**config.mk**
```make
export PLATFORM = sky130hd
export DESIGN_NAME = mano_mem_sequencer
export DESIGN_NICKNAME = d
export VERILOG_FILES = /design/src/rtl/mano_mem_sequencer.sv
export SDC_FILE = /design/constraint.sdc
export NUM_CORES = 1
export LEC_CHECK = 0
export BUFFER_PORTS_ARGS = -buffer_cell sky130_fd_sc_hd__buf_2
export CORE_UTILIZATION = 30
export DETAILED_ROUTE_END_ITERATION = 12
export GPL_TIMING_DRIVEN = 0
export PLACE_DENSITY_LB_ADDON = 0.3
export SLEW_MARGIN = 10
export SYNTH_ARGS = -nofsm -noshare
export SYNTH_HDL_FRONTEND = slang
export SYNTH_SLANG_ARGS = --single-unit
export TNS_END_PERCENT = 30
```
**constraint.sdc**
```tcl
create_clock -name clk -period 2 [get_ports clk]
set_clock_uncertainty 0.1 [all_clocks]
set_input_delay 0.4 -clock clk [delete_from_list [all_inputs] [get_ports clk]]
set_output_delay 0.4 -clock clk [all_outputs]
set_load 0.005 [all_outputs]
```
**src/rtl/mano_mem_sequencer.sv**
```systemverilog
// Memory access sequencer for the Mano basic computer.
// Turns level read/write strobes from control decode into a RAM access with
// WAIT_CYCLES extra enable cycles, and stalls the sequence counter until done.
// Optional build macro: MANO_MEM_SEQ_STATS_EN adds saturating rd/wr counters.
//
// state  | meaning
// IDLE   | waiting for rd_req/wr_req; latches address, data and type on request
// ACCESS | RAM enabled; counts down wait states, captures read data on last
// DONE   | ack (and rdata_valid for reads) pulse; requests ignored
module mano_mem_sequencer #(
  parameter int ADDR_W      = 12,
  parameter int DATA_W      = 16,
  parameter int WAIT_CYCLES = 1
) (
  input  logic              clk,
  input  logic              rst,
  input  logic              rd_req,
  input  logic              wr_req,
  input  logic [ADDR_W-1:0] addr_in,
  input  logic [DATA_W-1:0] wdata_in,
  input  logic [DATA_W-1:0] mem_rdata,
  output logic [ADDR_W-1:0] mem_addr,
  output logic [DATA_W-1:0] mem_wdata,
  output logic              mem_en,
  output logic              mem_we,
  output logic [DATA_W-1:0] rdata,
  output logic              rdata_valid,
  output logic              ack,
  output logic              stall,
  output logic              busy,
`ifdef MANO_MEM_SEQ_STATS_EN
  output logic [15:0]       rd_count,
  output logic [15:0]       wr_count,
`endif
  output logic              err_conflict
);

  typedef enum logic [1:0] {
    S_IDLE   = 2'd0,
    S_ACCESS = 2'd1,
    S_DONE   = 2'd2
  } state_t;

  state_t              r_state;
  state_t              w_next;
  logic [3:0]          r_cnt;
  logic                r_we_lat;
  logic                r_busy;
  logic                r_err;
  logic [ADDR_W-1:0]   r_mem_addr;
  logic [DATA_W-1:0]   r_mem_wdata;
  logic [DATA_W-1:0]   r_rdata;
  logic                w_req;

  assign w_req        = rd_req | wr_req;
  assign mem_addr     = r_mem_addr;
  assign mem_wdata    = r_mem_wdata;
  assign rdata        = r_rdata;
  assign busy         = r_busy;
  assign err_conflict = r_err;

  // Next-state decode plus the state-derived strobes (enable, ack, stall).
  always_comb begin
    w_next      = r_state;
    mem_en      = 1'b0;
    mem_we      = 1'b0;
    ack         = 1'b0;
    rdata_valid = 1'b0;
    stall       = 1'b0;
    case (r_state)
      S_IDLE: begin
        stall = w_req;
        if (w_req) w_next = S_ACCESS;
      end
      S_ACCESS: begin
        mem_en = 1'b1;
        mem_we = r_we_lat;
        stall  = 1'b1;
        if (r_cnt == 4'd0) w_next = S_DONE;
      end
      S_DONE: begin
        ack         = 1'b1;
        rdata_valid = ~r_we_lat;
        w_next      = S_IDLE;
      end
      default: w_next = S_IDLE;
    endcase
  end

  // State register, request latching, wait-state countdown and read capture.
  always_ff @(posedge clk) begin
    if (rst) begin
      r_state     <= S_IDLE;
      r_busy      <= 1'b0;
      r_cnt       <= 4'd0;
      r_we_lat    <= 1'b0;
      r_err       <= 1'b0;
      r_mem_addr  <= '0;
      r_mem_wdata <= '0;
      r_rdata     <= '0;
    end else begin
      r_state <= w_next;
      r_busy  <= (w_next != S_IDLE);
      case (r_state)
        S_IDLE: begin
          if (w_req) begin
            r_mem_addr  <= addr_in;
            r_mem_wdata <= wdata_in;
            // read wins a simultaneous request; the conflict is remembered
            r_we_lat    <= wr_req & ~rd_req;
            r_cnt       <= 4'(WAIT_CYCLES);
            if (rd_req & wr_req) r_err <= 1'b1;
          end
        end
        S_ACCESS: begin
          if (r_cnt != 4'd0) begin
            r_cnt <= r_cnt - 4'd1;
          end else if (!r_we_lat) begin
            r_rdata <= mem_rdata;
          end
        end
        default: ;
      endcase
    end
  end

`ifdef MANO_MEM_SEQ_STATS_EN
  logic [15:0] r_rd_count;
  logic [15:0] r_wr_count;

  assign rd_count = r_rd_count;
  assign wr_count = r_wr_count;

  // Saturating completion counters, bumped on the DONE cycle of each access.
  always_ff @(posedge clk) begin
    if (rst) begin
      r_rd_count <= 16'd0;
      r_wr_count <= 16'd0;
    end else if (r_state == S_DONE) begin
      if (!r_we_lat && r_rd_count != 16'hFFFF) r_rd_count <= r_rd_count + 16'd1;
      if (r_we_lat && r_wr_count != 16'hFFFF)  r_wr_count <= r_wr_count + 16'd1;
    end
  end
`endif

endmodule

```
==> impl_metrics.json <==
{
  "required_ns": 1.50,
  "synthCells": 251,
  "htreeDepth": 2,
  "p_per_area_nw_per_um2": 999,
  "end_kind": "output pin",
  "grt_max_degree": 15,
  "synth_top_area_share_pct": 49.3,
  "drt_wl_total_mm": 5.84,
  "synthDistinctLibCells": 34,
  "worstSetupStartpointType": "flop",
  "max_freq_ghz": 0.534,
  "dpl.hpwl_mm": 4.20,
  "boundaryPins": 99,
  "first_global_vias": 2046,
  "maxCapViolCount": 0,
  "drv_slew": 0,
  "nets": 405,
  "synth.net_count": 301,
  "power.share.clock_pct": 20.4,
  "post-place-cells": 444,
  "max_slew_margin_pct": 63.0,
  "fill_cells": 722,
  "p_comb_share_pct": 33.5,
  "cts_hold_buffers": 0,
  "yosysWarningCount": 0,
  "fin_ws_ns": 0.126,
  "cts-root-buf": "clkbuf_8",
  "cp_max_fo": 8,
  "grt_pass1_wl_mm": 9.35,
  "drt_first_pass_iters": 4,
  "drt_iter0_markers": 77,
  "grt_use_total_pct": 15.8,
  "die_x_um": 86.7,
  "vias": 2176,
  "rows": 30,
  "drive_gt1_share_pct": 33.4,
  "final.min_clock_period_ns": 1.87,
  "ctsResizeCount": 0,
  "avgRoutedWirePerCell_um": 12.9,
  "layout.cells.most_common": "buf_2",
  "final_cell_mix": "104 x buf_2, 53 x dfxtp_1, 46 x a21oi_1",
  "final.period_utilization_pct": 93.7,
  "synth_top_area_cell": "dfxtp_1",
  "drcViolationCount": 0,
  "post_cts_buffers": 0,
  "cts.clk_slew.worst_paths_ns": 0.09,
  "coreArea_um2": 6870,
  "cts.sinks": 53,
  "power_uw": 2830,
  "synth_area_leaders": "dfxtp_1 49%, a21oi_1 11%, nand3_1 10%",
  "antenna_found_initial": 0,
  "die_h_um": 86.7,
  "antennaDiodeCount": 0,
  "fp.dieArea_um2": 7510,
  "power.leakage_uw": 0.00125,
  "yosys_register_bits": 53,
  "place_ws_ns": 0.242,
  "area_delta_synth_final_pct": 31.9,
  "clock_path_buffers": 2,
  "cts_made_buffers": 5,
  "min_path_type": "input pin to flop",
  "register_area_um2": 1060,
  "worst-endpoint-arrival_ns": 1.37,
  "netlist_area_um2": 2150,
  "clk_latency_ns": 0.30,
  "ys_seq_area_share_pct": 49.3,
  "status": "finished, final reports clean",
  "syn_area_per_cell_um2": 8.57,
  "ant_nets": 0,
  "multi_input_comb_area_um2": 957,
  "io_buffers": 97,
  "seq_power_share_pct": 46.0,
  "final-setup-viol-count": 0,
  "layout.cells.non_filler": 452,
  "final_hold_viol_count": 0,
  "grt_overflow": 0,
  "initial_core_util_pct": 31.3,
  "internal-power_uw": 1860,
  "vdd_drop_max_uv": 507,
  "worst_pin_slew_ns": 0.553,
  "vias_per_cell": 4.81,
  "gp_congestion": 0.832,
  "rsz0062_at_grt": "no",
  "path_class": "flop to output pin",
  "power.switching_uw": 972,
  "cts_tree": "built",
  "switching_share_pct": 34.3,
  "setup_tns_ns": 0
}
critical path, stage by stage (launching register included):
cell and delay, ns:
dfxtp_1 0.40, nor3_2 0.46, nor2_1 0.08, buf_2 0.14
state kept, by name, summed over array words and instances, names as in the netlist:
signal        cells
busy              1
err_conflict      1
mem_addr         12
mem_wdata        16
r_cnt             4
r_state           2
r_we_lat          1
rdata            16
synthesized netlist by cell type:
master and instances:
nor4_1 1, nor4b_1 1, ha_1 2, nor3b_2 2, o311a_1 1, buf_2 7
o21ai_1 10, a211o_1 2, buf_6 2, a31oi_1 1, nor4_2 1, inv_1 4
clkbuf_1 14, o211ai_1 2, or3_1 2, nand3_1 44, nor2_1 4, and4bb_2 1
or2_1 1, nand2b_1 1, nor3_1 2, or3b_1 1, dfxtp_1 53, nor3_2 1
nor2b_1 2, a21oi_1 46, a211oi_1 1, or3b_4 1, o31ai_1 2, and2_1 1
or2_2 1, o21ai_0 34, mux2i_1 2, buf_4 1
cells by family (layout without fill, tap and decap cells):
group | count (synthesis) | in the layout | share of synthesized area, %
flops | 53 | 53 | 49.3
mux | 2 | 2 | 0.931
simple gates | 67 | 67 | 18.2
fa+ha+maj | 2 | 2 | 1.16
buf+inv | 28 | 133 | 6.17
compound gates | 99 | 99 | 24.3
per-stage QoR:
stage	util (%)	instance area, um^2	hold slack (ns)
6_report	41.3	2840	0.239
3_5_place_dp	40.1	2760	0.358
5_1_grt	41.3	2840	0.233
4_1_cts	41.3	2840	0.221
2_1_floorplan	-	2150	0.356
3_3_place_gp	40.1	2760	0.347
routing by layer:
metal	global-route usage, %	routed length, um	up-vias	share of wire [%]
li1	-	-	1110	-
met1	21.3	2870	982	49
met2	24.5	2500	82	43
met3	4.57	440	2	7.5
met4	5.00	29	0	0.50
met5	0	0	-	0
final timing paths:
kind,from,endpoint,slack (ns),depth (start not counted)
worst min-delay path,wdata_in[3],mem_wdata[3],0.24,3
worst max register to register,r_cnt[0],rdata[8],0.21,6
worst max-delay path,r_state[0],stall,0.13,3
worst min register to register,mem_wdata[0],mem_wdata[0],0.38,2
final cells by class:
cell class / instances / area share (%)
sequential: 53 / 37.4
multi-input combinational: 170 / 33.7
timing repair buffer: 97 / 17.1
tap: 96 / 4.23
buffer: 24 / 4.15
clock buffer: 8 / 2.82
inverter: 4 / 0.529
power groups by stage:
stage / Clock (uW) / Combinational [uW] / Sequential, uW
after CTS: 613 / 962 / 1300
after global placement: 0 / 951 / 1320
after global routing: 647 / 1080 / 1320
final: 579 / 950 / 1300
after detailed placement: 0 / 960 / 1330
after floorplan: 0 / 606 / 1320
(Power assumes the default switching activity.)
